<file path="config.mk">
export PLATFORM = sky130hd
export DESIGN_NAME = sd_gather
export DESIGN_NICKNAME = d
export VERILOG_FILES = /design/src/rtl/sd_gather.sv
export SDC_FILE = /design/constraint.sdc
export NUM_CORES = 1
export LEC_CHECK = 0
export BUFFER_PORTS_ARGS = -buffer_cell sky130_fd_sc_hd__buf_2
export CORE_ASPECT_RATIO = 1.5
export CORE_MARGIN = 2
export CORE_UTILIZATION = 42
export CTS_CLUSTER_DIAMETER = 80
export CTS_CLUSTER_SIZE = 28
export DETAILED_ROUTE_END_ITERATION = 8
export PLACE_DENSITY = 0.76
export SLEW_MARGIN = 20
export SYNTH_ARGS = -nofsm -noshare
export SYNTH_HDL_FRONTEND = slang
export SYNTH_SLANG_ARGS = --single-unit
</file>
<file path="constraint.sdc">
create_clock -name clk -period 2.2 [get_ports clk]
set_clock_uncertainty 0.15 [all_clocks]
set_input_delay 0.22 -clock clk [delete_from_list [all_inputs] [get_ports clk]]
set_output_delay 0.22 -clock clk [all_outputs]
set_load 0.005 [all_outputs]
</file>
<file path="src/rtl/sd_gather.sv">
// sd_gather: collects one result word per masked lane after a control token and emits them as one item.
// Optional build macro SD_GATHER_TIMEOUT_EN closes an incomplete collection after `timeout` COLLECT cycles.
module sd_gather #(
    parameter int inputs  = 2,
    parameter int width   = 32,
    parameter int timeout = 1024
) (
    input  logic                      clk,
    input  logic                      reset,
    input  logic                      m_srdy,
    output logic                      m_drdy,
    input  logic [inputs-1:0]         m_mask,
    input  logic [inputs-1:0]         c_srdy,
    output logic [inputs-1:0]         c_drdy,
    input  logic [inputs*width-1:0]   c_data,
    output logic                      p_srdy,
    input  logic                      p_drdy,
    output logic [inputs*width-1:0]   p_data,
    output logic [inputs-1:0]         p_vld,
    output logic                      p_err
);

    typedef enum logic [1:0] {
        IDLE    = 2'd0,
        COLLECT = 2'd1,
        OUTPUT  = 2'd2
    } state_t;

    // Elaboration-time guards on the configuration.
    if (inputs < 1) begin : g_bad_inputs
        $error("sd_gather: inputs must be at least 1");
    end
    if (timeout < 2) begin : g_bad_timeout
        $error("sd_gather: timeout must be at least 2");
    end

    state_t                    state_q;
    logic [inputs-1:0]         mask_q;
    logic [inputs-1:0]         got_q;
    logic [inputs*width-1:0]   p_data_q;
    logic [inputs*width-1:0]   p_data_d;
    logic [inputs-1:0]         p_vld_q;
    logic                      p_srdy_q;

    logic [inputs-1:0]         xfer;
    logic [inputs-1:0]         got_all;
    logic                      done;
    logic                      timed_out;

    assign m_drdy  = (state_q == IDLE);
    // Ready per lane depends only on state, never on c_srdy, so upstream can wait on it.
    assign c_drdy  = (state_q == COLLECT) ? (mask_q & ~got_q) : '0;
    assign xfer    = c_srdy & c_drdy;
    assign got_all = got_q | xfer;
    assign done    = (got_all == mask_q);

    assign p_srdy  = p_srdy_q;
    assign p_data  = p_data_q;
    assign p_vld   = p_vld_q;

    always_comb begin
        p_data_d = p_data_q;
        if (state_q == IDLE && m_srdy) begin
            p_data_d = '0;
        end else if (state_q == COLLECT) begin
            for (int i = 0; i < inputs; i++) begin
                if (xfer[i]) begin
                    p_data_d[i*width +: width] = c_data[i*width +: width];
                end
            end
        end
    end

`ifdef SD_GATHER_TIMEOUT_EN
    localparam int CW = $clog2(timeout) + 1;

    logic [CW-1:0] cnt_q;
    logic          p_err_q;

    // Completion wins over expiry when both land in the same cycle.
    assign timed_out = (cnt_q == CW'(timeout - 1)) && !done;
    assign p_err     = p_err_q;

    always_ff @(posedge clk or posedge reset) begin
        if (reset) begin
            cnt_q <= '0;
        end else if (state_q == COLLECT) begin
            cnt_q <= cnt_q + CW'(1);
        end else begin
            cnt_q <= '0;
        end
    end
`else
    assign timed_out = 1'b0;
    assign p_err     = 1'b0;
`endif

    always_ff @(posedge clk or posedge reset) begin
        if (reset) begin
            state_q  <= IDLE;
            mask_q   <= '0;
            got_q    <= '0;
            p_srdy_q <= 1'b0;
            p_vld_q  <= '0;
            p_data_q <= '0;
`ifdef SD_GATHER_TIMEOUT_EN
            p_err_q  <= 1'b0;
`endif
        end else begin
            p_data_q <= p_data_d;
            case (state_q)
                IDLE: begin
                    if (m_srdy) begin
                        // An all-zero mask is shorthand for every lane.
                        mask_q  <= (m_mask == '0) ? '1 : m_mask;
                        got_q   <= '0;
                        state_q <= COLLECT;
                    end
                end
                COLLECT: begin
                    got_q <= got_all;
                    if (done) begin
                        state_q  <= OUTPUT;
                        p_srdy_q <= 1'b1;
                        p_vld_q  <= mask_q;
`ifdef SD_GATHER_TIMEOUT_EN
                        p_err_q  <= 1'b0;
`endif
                    end else if (timed_out) begin
                        state_q  <= OUTPUT;
                        p_srdy_q <= 1'b1;
                        p_vld_q  <= got_all;
`ifdef SD_GATHER_TIMEOUT_EN
                        p_err_q  <= 1'b1;
`endif
                    end
                end
                OUTPUT: begin
                    if (p_drdy) begin
                        state_q  <= IDLE;
                        p_srdy_q <= 1'b0;
                        p_vld_q  <= '0;
                    end
                end
                default: begin
                    state_q  <= IDLE;
                    p_srdy_q <= 1'b0;
                    p_vld_q  <= '0;
                end
            endcase
        end
    end

endmodule

</file>
==> reports/summary.md, run 1 <==
Fraction of power consumed by the clock network: 0.168. For the insertion delay to the later sink of the worst-skew pair, the log shows 0.33 ns. The critical path endpoint category was a flop. The netlist uses 26 different library cells.

TritonCTS built the clock tree. The area growth from synthesis to layout is 51.3%. The overall routed net length was 8.45 mm. Global routing finished with a remaining overflow of 0. Derived from the worst setup path, the maximum achievable clock frequency is 0.554 GHz.

The tools report the TritonCTS buffer count as 9. The count of pins over their slew limit is 0, and the global-route wire length before repair is 13.2 mm. The buffer and inverter count on the worst path is 1.

The post-synthesis cell type with the largest combined area was sky130_fd_sc_hd__dfrtp_1. The floorplan has 38 rows. The tightest hold path in the finished design has a slack of 0.0152 ns. The die covers 0.00809 mm2.

The run gives 0 ns as the sum of negative setup slack. The kind of path behind the tightest hold check was in -> reg. The switching share of power came out at 0.360. In the synthesized netlist, the cells that appear most often are 139 x sky130_fd_sc_hd__nand2_1, 73 x sky130_fd_sc_hd__dfrtp_1, 33 x sky130_fd_sc_hd__nand3_1. The area taken by flip-flops and latches was 0.00183 mm2. The share of the cycle needed by the critical path after routing was 0.821.

The count of boundary I/O pins was 143. Synthesis produced a netlist whose cell count is 335. On the worst path, the slowest cell contributes a delay of 0.46 ns. Cell class contributing the biggest share of worst-path delay: simple AND/OR/NAND/NOR gates. The logs give 0 for the antenna diode count and 0.443 for the power share of the sequential group. The final critical path time including I/O delays and setup is 1.81 ns.

For this run, design rule violations remaining after detail routing come to 0. After synthesis, the cell types taking the most area are sky130_fd_sc_hd__dfrtp_1 59%, sky130_fd_sc_hd__nand2_1 17%, sky130_fd_sc_hd__nand3_1 5.3%. The run gives 407 as the total nets after synthesis. The tools report the level count of the clock H-tree as 3.

By startpoint and endpoint, the worst setup path is classified as reg -> reg. The tools report the register area share after synthesis as 0.590. The number of global-route vias before repair came out at 2,957. The ratio of cells with drive above 1 in the final layout came out at 0.333.

Clock-pin slew was measured on the worst setup and hold paths at 0.07 ns. Buffers added to address setup during post-CTS repair amount to 0. The standard cell core area is 0.00718 mm2. For this run, the detailed router's first-pass iteration total came to 4. STA puts the critical path data arrival time at 1.92 ns.

Area of all placed cells without fillers: 0.00468 mm2. Across the run, the number of max-cap violations was 0. Port buffering added 141 buffers. The run finished with clean final reports. The static leakage was 2.54 nW. For the final hold violation count, the log shows 0.

For this run, the number of Yosys warnings is 0. Across the VDD grid, the largest voltage drop is 0.576 mV. The internal power of the cells totals 3.35 mW. The share of power burned in combinational logic was 0.389; the TritonCTS sink count was 73. Root buffer cell: sky130_fd_sc_hd__clkbuf_8.

The flip-flop cell with the highest count after synthesis is sky130_fd_sc_hd__dfrtp_1. The multi-input combinational cells in the finished layout cover a total of 0.00112 mm2. The detailed-route via count came out at 3,020. The largest net degree at the start of global routing is 74, and the areal power density over the cells is 1120 mW/mm2. After synthesis the cells add up to 0.00310 mm2. Fill cells in the final layout number 543. The die is 109 um tall. The tools report the kind of start point of the critical path as a flop. The remaining antenna violation count after routing is 0, and the number of register bits inferred by synthesis is 73. Initial core utilization: 0.431. Detail-routed net length per standard cell: 13.2 um. The run gives 0 as the total setup violations reported at the end of the flow. The run gives 609 as the count of nets after finishing. The worst-path maximum fanout is 38, and the half-perimeter wire length after detailed placement is 4.97 mm.

On the critical path, the stage with the largest delay is an instance of sky130_fd_sc_hd__dfrtp_1. The area after detailed placement came out at 0.00386 mm2. The floorplan step set the die width to 74.1 um. The signal on the critical path passes through and3b_1 -> and3_4 -> buf_12 -> nand2_1 -> o21ai_2. The first routing iteration left 138 violations. For the total track usage, the log shows 0.211.

Share of synthesized flip-flops with an asynchronous set or reset: 1.00. Share of Yosys cell area claimed by the top area cell type: 0.590. The most numerous cell in the Yosys netlist is sky130_fd_sc_hd__nand2_1. The number of antenna violations at the first check in global routing is 0, and the final core utilization is 0.652. After the flow finishes, the layout carries non-filler instances totaling 640. The congestion estimate from routability-driven global placement came to 0.756. Using the TritonRoute via totals, the vias-per-cell ratio works out to 4.72. The number of placed instances, taps included, is 560. Summed over all nets, the switching power comes to 1.88 mW. At the worst endpoint, the required time is 2.32 ns. Averaged over all synthesized cells, the footprint is 9.24 um2. The clock passes through at most 2 buffers.

Yosys mapped a number of flops with a built-in enable equal to 0. Setup repair after global routing left no endpoint under its margin.
-- through the flow --
step,setup slack (ns),power [mW]
final,0.395,5.23
after CTS,0.402,5.26
after floorplan,0.717,3.39
after global routing,0.284,5.68
after global placement,0.484,4.18
after detailed placement,0.418,4.26
-- power groups by stage --
| stage | sequential [mW] | combinational, mW | clock [mW] |
|---|---|---|---|
| final | 2.32 | 2.04 | 0.880 |
| after global routing | 2.39 | 2.31 | 0.976 |
| after CTS | 2.31 | 2.03 | 0.922 |
| after detailed placement | 2.32 | 1.94 | 0 |
| after global placement | 2.30 | 1.89 | 0 |
| after floorplan | 2.34 | 1.05 | 0 |
-- metal layers --
layer	share of wire	up-vias	global-route usage	wire, um
met1	0.39	1389	0.240	3330
met2	0.52	130	0.371	4390
met5	0	-	0	0
li1	-	1487	-	-
met3	0.067	14	0.0434	565
met4	0.019	0	0.0948	160
-- worst paths after layout --
kind,start,end,slack [ns],depth (start not counted)
max reg2reg,state_q[1]$_DFFE_PP0P_,p_data[48]$_DFFE_PP0P_,0.39,5
min in group asynchronous,reset,p_data[24]$_DFFE_PP0P_,0.40,4
max,state_q[1]$_DFFE_PP0P_,p_data[48]$_DFFE_PP0P_,0.39,5
min,m_mask[1],mask_q[1]$_DFFE_PP0P_,0.02,3
min reg2reg,p_srdy$_DFFE_PP0P_,p_srdy$_DFFE_PP0P_,0.34,2
max in group asynchronous,reset,p_data[59]$_DFFE_PP0P_,1.20,4
-- registers in the layout, indices dropped and copies added, names as in the netlist --
signal,flops
state_q,2
got_q,2
mask_q,2
p_data,64
p_srdy,1
p_vld,2
-- area by class of cell --
type / instances / share of cell area
well taps: 100 / 0.0267
multi-input cells: 237 / 0.239
flip-flops and latches: 73 / 0.390
clock buffers: 14 / 0.0347
repair buffers: 213 / 0.307
inverters: 3 / 0.00321
-- kinds of logic (layout without fill, tap and decap cells) --
| group | Yosys count | count (layout) | share of synthesized area |
|---|---|---|---|
| and+or+nand+nor | 190 | 190 | 0.261 |
| AOI/OAI and AO/OA | 46 | 46 | 0.0986 |
| other | 1 | 1 | 0.00121 |
| DFF | 73 | 73 | 0.590 |
| buffers and inverters | 25 | 230 | 0.0497 |
-- cells in the final DEF, fill, tap and decap left out, types with 2 or more instances in the layout --
master,instances
sky130_fd_sc_hd__and3b_1,2
sky130_fd_sc_hd__buf_12,2
sky130_fd_sc_hd__buf_2,141
sky130_fd_sc_hd__buf_4,4
sky130_fd_sc_hd__clkbuf_1,3
sky130_fd_sc_hd__clkbuf_8,11
sky130_fd_sc_hd__dfrtp_1,73
sky130_fd_sc_hd__dlygate4sd3_1,66
sky130_fd_sc_hd__inv_1,2
sky130_fd_sc_hd__nand2_1,138
sky130_fd_sc_hd__nand2b_1,3
sky130_fd_sc_hd__nand3_1,33
sky130_fd_sc_hd__nor2_1,3
sky130_fd_sc_hd__nor2b_1,4
sky130_fd_sc_hd__o211ai_1,2
sky130_fd_sc_hd__o21ai_0,20
sky130_fd_sc_hd__o21ai_1,2
sky130_fd_sc_hd__o21ai_2,17
sky130_fd_sc_hd__o22ai_1,3
-- repair_timing --
item	CTS	global route
setup endpoints to repair	0	0
endpoints found under the hold margin	138	0
gates resized for setup	0	0
hold buffers	66	0
-- worst min-delay path, delay by kind of cell --
kind | cells | cell delay [ns]
buffers and inverters | 1 | 0.08
AO/OA/AOI/OAI | 1 | 0.12
AND/OR/NAND/NOR | 1 | 0.04
(Power assumes the default switching activity.)
==> run 2, diff against run 1 <==
clock period = 1.45 ns   (was 2.2 ns; I/O delays follow)
==> run 2 against run 1 <==
Effect of this change:
- the flow now finishes with violations (setup timing)
- critical path depth rose by 1
- count of clock-buffer cells in the layout did not move
- sequential power rose by 53%
- largest power group is now combinational logic
==> reports/summary.md, run 2 (synthesis results as in run 1) <==
The flow ran to the end, but the final reports show violations. The final reports fail on setup timing. The data required time at the worst endpoint is 1.56 ns (-0.76 ns), and the areal power density over the cells is 1770 mW/mm2 (+59%).

STA classifies the critical path startpoint as a flop. The share of the cycle needed by the critical path after routing is 1.14 (+0.323). The tools report the standard cell core area as 0.00718 mm2 (unchanged). The antenna diode count was 0 (unchanged). For the TritonCTS buffer count, the log shows 9 (unchanged).

Final hold violation count: 0 (unchanged). In this run the clock root is driven by a sky130_fd_sc_hd__clkbuf_8. The setup slack of the critical path after layout was -0.208 ns (-0.603 ns).

The detailed-route via count was 3,331 (+10%); the register clock-pin slew on the reported worst setup and hold paths was 0.07 ns (about the same). The detailed-router iteration count before antenna repair is 5 (+1). The die footprint is 0.00809 mm2 (unchanged). The area taken by flip-flops and latches is 0.00183 mm2 (unchanged), and the total track usage is 0.231 (+0.0203). The via-per-instance ratio was 5.00 (+6.0%). Number of buffer cells added on primary ports: 141 (unchanged). The ratio of cells with drive above 1 in the final layout works out to 0.405 (+0.0713). The area after detailed placement was 0.00399 mm2 (+3.4%); the layout-stage area growth over the synthesis result was 65.9%. The final critical path time including I/O delays and setup is 1.66 ns (-0.147 ns), and the overall routed net length is 10.3 mm (+22%).

The multi-input gate area in the final layout is 0.00123 mm2 (+9.7%), and the largest net degree at the start of global routing is 74 (unchanged). The area of all placed cells without fillers was 0.00514 mm2 (+9.7%); the worst-path maximum fanout was 7 (-82%). The tools report the insertion delay to the later sink of the worst-skew pair as 0.35 ns (+0.02 ns). The number of flip-flops under the largest register name is 64 (unchanged).

The run gives 244 (+77%) as the detailed router's first-iteration violation count. The run gives 3 (unchanged) as the level count of the clock H-tree. The vertical extent of the die came out at 109 um (unchanged). Leaving out fill and tap cells, the most frequent cells in the layout are 142 x sky130_fd_sc_hd__buf_2, 127 x sky130_fd_sc_hd__nand2_1, 73 x sky130_fd_sc_hd__dfrtp_1. The total internal power is 5.79 mW (+73%), and the remaining antenna violation count after routing is 0 (unchanged). The classification of the worst setup path was reg -> reg. The tools report the half-perimeter wire length after detailed placement as 5.14 mm (+3.5%). The run gives -4.97 ns (-4.97 ns) as the sum of negative setup slack.

Leading cell type in the layout, fill and taps excluded: sky130_fd_sc_hd__buf_2. The initial core utilization is 0.431 (unchanged). The tools report the final weighted congestion in routability-driven placement as 0.862 (+14%). The logs give -0.0601 ns (-0.478 ns) for the pre-CTS setup slack and 2 (unchanged) for the maximum buffer depth of the clock tree. The logs give 0.389 (-0.054) for the power share of the sequential group and 14.3 mm (+8.8%) for the global-route wire length before repair. The highest achievable clock rate is 0.603 GHz (+8.9%), and the DRC violations left is 0 (unchanged). Share of power burned in combinational logic: 0.427 (+0.038). The run gives 38 (unchanged) as the total number of placement rows.

The tools report the total congestion overflow as 0 (unchanged). The total setup violations reported at the end of the flow is 40 (+40), and the number of antenna violations at the first check in global routing is 0 (unchanged). The run gives 3,155 (+6.7%) as the number of global-route vias before repair.

The min-delay analysis places its worst path in the category in -> reg. The switching share of power is 0.364 (+0.00414). The count of nets after finishing is 633 (+3.9%). TritonCTS built the clock tree.

STA classifies the critical path endpoint as a flop. The number of fill cells is 488 (-10%), and the count of boundary I/O pins is 143 (unchanged). Setup repair after global routing could not meet its margin everywhere. The logs give 0.183 (+0.015) for the fraction of power consumed by the clock network and 73 (unchanged) for the TritonCTS sink count. The tools report the static leakage as 2.77 nW (+9.1%).

The critical path data arrival time was 1.77 ns (-0.15 ns). The count of max-cap constraint violations is 0 (unchanged). The count of pins over their slew limit is 0 (unchanged). The switching power total came out at 3.31 mW (+76%). The maximum ir drop on the vdd rail was 0.853 mV (+48%). The die width came out at 74.1 um (unchanged). Detail-routed net length per standard cell: 15.5 um (+18%).
## run 2: cell types whose count changed in the layout (fill, tap and decap cells not counted), sizes merged
| cell | change |
|---|---|
| and3 | +1 |
| buf | +18 |
| bufinv | +1 |
| clkbuf | +3 |
| clkinv | +1 |
| dlygate4sd3 | +2 |
## run 2: power by group through the flow
stage,Combinational (mW),Clock (mW),Sequential [mW]
after global routing,4.29,1.78,3.63
final,3.89,1.67,3.55
after detailed placement,3.23,0,3.49
after floorplan,1.62,0,3.55
after global placement,3.12,0,3.47
after CTS,3.47,1.69,3.48
## run 2: worst paths after layout
kind	slack, ns	start	endpoint	cells past startpoint
min in group asynchronous	0.34	reset	p_data[18]$_DFFE_PP0P_	4
max in group asynchronous	0.52	reset	p_data[5]$_DFFE_PP0P_	4
setup reg to reg	-0.21	state_q[1]$_DFFE_PP0P_	p_data[51]$_DFFE_PP0P_	6
hold reg to reg	0.35	p_data[2]$_DFFE_PP0P_	p_data[2]$_DFFE_PP0P_	2
hold / removal	0.09	m_srdy	state_q[0]$_DFFE_PP0P_	4
setup / recovery	-0.21	state_q[1]$_DFFE_PP0P_	p_data[51]$_DFFE_PP0P_	6
## run 2: metrics by stage
step / hold slack (ns) / total power [mW] / utilization / std cells
3_3_place_gp: 0.138 / 6.59 / 0.556 / 572
4_1_cts: 0.109 / 8.64 / 0.686 / 657
3_5_place_dp: 0.147 / 6.72 / 0.556 / 572
6_report: 0.0874 / 9.11 / 0.716 / 666
2_1_floorplan: 0.100 / 5.17 / - / 335
5_1_grt: 0.113 / 9.70 / 0.716 / 666
## run 2: worst max-delay path: stages, from the launching register on
cell and delay [ns]:
sky130_fd_sc_hd__dfrtp_1 0.41, sky130_fd_sc_hd__buf_6 0.13, sky130_fd_sc_hd__and3b_2 0.27, sky130_fd_sc_hd__and3_4 0.27
sky130_fd_sc_hd__buf_6 0.14, sky130_fd_sc_hd__nand2_1 0.08, sky130_fd_sc_hd__o21ai_1 0.12
## run 2: repair_timing
item / CTS / global route
gates cloned: 0 / 9
resized for setup: 14 / 34
pin swaps: 3 / 9
hold endpoints to repair: 140 / 0
buffers inserted: 1 / 0
setup endpoints to repair: 73 / 76
hold buffers: 68 / 0
## run 2: layer usage
| metal | vias up | GRT usage | part of all wire |
|---|---|---|---|
| li1 | 1538 | - | - |
| met1 | 1583 | 0.274 | 0.39 |
| met2 | 179 | 0.389 | 0.51 |
| met3 | 31 | 0.0407 | 0.067 |
| met4 | 0 | 0.127 | 0.031 |
| met5 | - | 0 | 0 |
## run 2: cell type report
| type | instances | area share |
|---|---|---|
| clock buffers | 14 | 0.0336 |
| clock inverters | 2 | 0.00682 |
| inverters | 3 | 0.00292 |
| multi-input cells | 238 | 0.239 |
| flip-flops and latches | 73 | 0.356 |
| well taps | 100 | 0.0244 |
| repair buffers | 236 | 0.338 |
==> run 3, diff against run 2 <==
GPL_TIMING_DRIVEN = 0   (was unset)
RECOVER_POWER = 25   (was unset)
==> run 3 against run 2 <==
Effect of this change:
- the flow still finishes with violations (setup timing)
- fmax is 3.6% higher
- critical path depth unchanged
- cell count up 0.45%
- via count fell by 3.3%
- worst setup slack improved by 0.058 ns
- core utilization shrank 0.84 points
- sequential power hardly changed
- cell area decreased by 1.2%
==> reports/summary.md, run 3 (synthesis results as in run 1) <==
The tools report the detailed router's first-iteration violation count as 198 (-19%). Overall routed net length: 10.1 mm (-2.8%). Leading cell type in the layout, fill and taps excluded: sky130_fd_sc_hd__buf_2. Count of boundary I/O pins: 143 (unchanged). The largest net degree at the start of global routing was 33 (-55%). Global-route wire length before repair: 15.0 mm (+5.2%). The worst hold path startpoint is m_srdy. The die footprint is 0.00809 mm2 (unchanged).

The half-perimeter wire length after detailed placement is 5.79 mm (+13%). The count of pins over their slew limit is 0 (unchanged), and the initial core utilization is 0.431 (unchanged). The number of flip-flops under the largest register name is 64 (unchanged). The tools report the detailed-route via count as 3,220 (-3.3%). The DRC violations left was 0 (unchanged); the detailed-router iteration count before antenna repair was 4 (-1). The detail-routed net length per standard cell is 15.0 um (-3.2%). For the total track usage, the log shows 0.246 (+0.0145). The run gives 3.17 mW (-4.1%) as the switching power total. The endpoint identified for the worst register-to-register timing path is p_data[62]$_DFFE_PP0P_. Setup repair after global routing could not meet its margin everywhere.

STA classifies the critical path startpoint as a flop. The number of fill cells is 502 (+2.9%), and the number of buffer cells added on primary ports is 141 (unchanged). Die width: 74.1 um (unchanged).

For the standard cell core area, the log shows 0.00718 mm2 (unchanged). The tools report the root buffer cell as sky130_fd_sc_hd__clkbuf_8. The number of global-route vias before repair was 3,267 (+3.5%). For the setup slack of the critical path after layout, the log shows -0.150 ns (+0.0579 ns).

The kind of path behind the tightest hold check is in -> reg. The logic depth of the worst register-to-register path works out to 6 (unchanged). The total setup violations reported at the end of the flow is 74 (+85%). The run gives 0.782 mV (-8.4%) as the maximum ir drop on the vdd rail.

The top layer reached by signal wires is met4. The share of the cycle needed by the critical path after routing was 1.10 (-0.0399). The run gives 0.707 (-0.00836) as the final core utilization. The classification of the worst setup path was reg -> reg.

The static leakage is 2.74 nW (-1.0%). The level count of the clock H-tree is 3 (unchanged). Relative to the synthesized area, the layout overhead comes to 64.0%. The logs give 0 (unchanged) for the count of max-cap constraint violations and 1.71 ns (-0.06 ns) for the critical path data arrival time. The run finished, with violations left. For the total number of placement rows, the log shows 38 (unchanged). The count of nets after finishing was 639 (+0.95%). TritonCTS built the clock tree.

The worst hold path terminates at p_data[63]$_DFFE_PP0P_. The run gives 0.00119 mm2 (-3.0%) as the multi-input gate area in the final layout. The worst-path maximum fanout was 6 (-1); the highest achievable clock rate was 0.625 GHz (+3.6%). The final reports fail on setup timing. The tools report the final hold violation count as 0 (unchanged). The run gives 648 um (-6.2%) as the wire length on met3.

The depth of the worst hold-timing path came out at 4 (unchanged). The worst setup path is captured at a flop. The maximum buffer depth of the clock tree was 2 (unchanged).

The via-per-instance ratio was 4.81 (-3.8%). The tools report the total congestion overflow as 0 (unchanged). For the fraction of power consumed by the clock network, the log shows 0.153 (-0.030). The non-filler instance count after layout was 669 (+0.45%).

The power share of the sequential group was 0.408 (+0.019); the headroom to the max-slew limit was 0.655. The tools report the sum of negative setup slack as -4.75 ns (+0.226 ns). The TritonCTS sink count is 73 (unchanged), and the share of power burned in combinational logic is 0.438 (+0.011). The switching share of power is 0.368 (+0.00451), and the areal power density over the cells is 1700 mW/mm2 (-4.2%).

The slew at the pin closest to its max-slew limit was 0.514 ns. For the instance count after placement with tap cells included, the log shows 578 (+1.0%). The TritonCTS buffer count is 9 (unchanged), and the insertion delay to the later sink of the worst-skew pair is 0.34 ns (about the same).

The total internal power is 5.45 mW (-6.0%), and the met2 wirelength from detailed routing is 5.36 mm (+0.83%). In this run the critical register-to-register path is launched from state_q[1]$_DFFE_PP0P_. The antenna diode count is 0 (unchanged). For the data required time at the worst endpoint, the log shows 1.56 ns (about the same). The run gives -0.15 ns (+0.06 ns) as the flop-to-flop setup slack. The area taken by flip-flops and latches was 0.00183 mm2 (+0.14%).

The routed length on met1 is 3.90 mm (-3.0%), and the vertical extent of the die is 109 um (unchanged). The register clock-pin slew on the reported worst setup and hold paths works out to 0.07 ns (about the same). The tools report the remaining antenna violation count after routing as 0 (unchanged). The ratio of cells with drive above 1 in the final layout came out at 0.406 (+0.00138).

Leaving out fill and tap cells, the most frequent cells in the layout are 147 x sky130_fd_sc_hd__buf_2, 123 x sky130_fd_sc_hd__nand2_1, 71 x sky130_fd_sc_hd__dfrtp_1. Number of antenna violations at the first check in global routing: 0 (unchanged). The tools report the final weighted congestion in routability-driven placement as 0.813 (-5.8%). The final critical path time including I/O delays and setup works out to 1.60 ns (-0.0579 ns).
## run 3: changes by cell type in the layout (fill, tap and decap cells not counted), sizes merged
cell    change
and3        -1
bufinv      -1
buf         +2
clkbuf      +3
## run 3: repair_timing
action                                  in CTS  in global routing
cloned                                       4                  2
resized for setup                           41                 26
setup buffers                                3                  1
pin swaps                                    5                 11
hold buffers                                68                  0
endpoints found under the setup margin      76                 75
hold endpoints to repair                   143                  0
## run 3: area by class of cell
class	instances	area share
clock buffer	12	0.0286
buffer	22	0.0414
sequential	73	0.360
inverter	3	0.00246
timing repair buffer	221	0.307
tap	100	0.0246
clock inverter	1	0.000986
multi-input combinational	237	0.235
## run 3: per-layer routing
layer	track usage	vias up
met1	0.275	1525
met5	0	-
li1	-	1543
met2	0.425	136
met3	0.0767	16
met4	0.101	0
## run 3: stage by stage
| stage | setup slack (ns) | area [um2] | total power [mW] | hold WS [ns] |
|---|---|---|---|---|
| after floorplan | -0.00846 | 3110 | 5.17 | 0.100 |
| after global placement | -0.290 | 3940 | 6.49 | 0.183 |
| after detailed placement | -0.324 | 3980 | 6.63 | -0.0213 |
| after CTS | -0.0911 | 4990 | 8.41 | 0.0350 |
| after global routing | -0.198 | 5080 | 9.28 | 0.0863 |
| final | -0.150 | 5080 | 8.62 | 0.0666 |
## run 3: worst max-delay path by stage
stage / slack [ns] / depth (start not counted) / end / from
floorplan: -0.008 / 6 / p_data[61]$_DFFE_PP0P_ / state_q[1]$_DFFE_PP0P_
global placement: -0.29 / 5 / p_data[1]$_DFFE_PP0P_ / state_q[1]$_DFFE_PP0P_
detailed placement: -0.32 / 5 / p_data[2]$_DFFE_PP0P_ / state_q[1]$_DFFE_PP0P_
CTS: -0.09 / 6 / p_data[36]$_DFFE_PP0P_ / state_q[1]$_DFFE_PP0P_
global route: -0.20 / 6 / p_data[62]$_DFFE_PP0P_ / state_q[1]$_DFFE_PP0P_
finish: -0.15 / 6 / p_data[62]$_DFFE_PP0P_ / state_q[1]$_DFFE_PP0P_
## run 3: power groups by stage
stage	logic (mW)	clock network, mW	registers [mW]
floorplan	1.62	0	3.55
global placement	3.01	0	3.47
detailed placement	3.11	0	3.52
CTS	3.57	1.36	3.48
global route	4.20	1.45	3.63
finish	3.78	1.32	3.52
## run 3: critical path, cell delays in order, from the launching register on
cell                        delay, ns
sky130_fd_sc_hd__dfrtp_2         0.45
sky130_fd_sc_hd__and3b_1         0.25
sky130_fd_sc_hd__and3_4          0.24
sky130_fd_sc_hd__clkbuf_16       0.17
sky130_fd_sc_hd__buf_8           0.12
sky130_fd_sc_hd__nand2_2         0.05
sky130_fd_sc_hd__o21ai_1         0.09
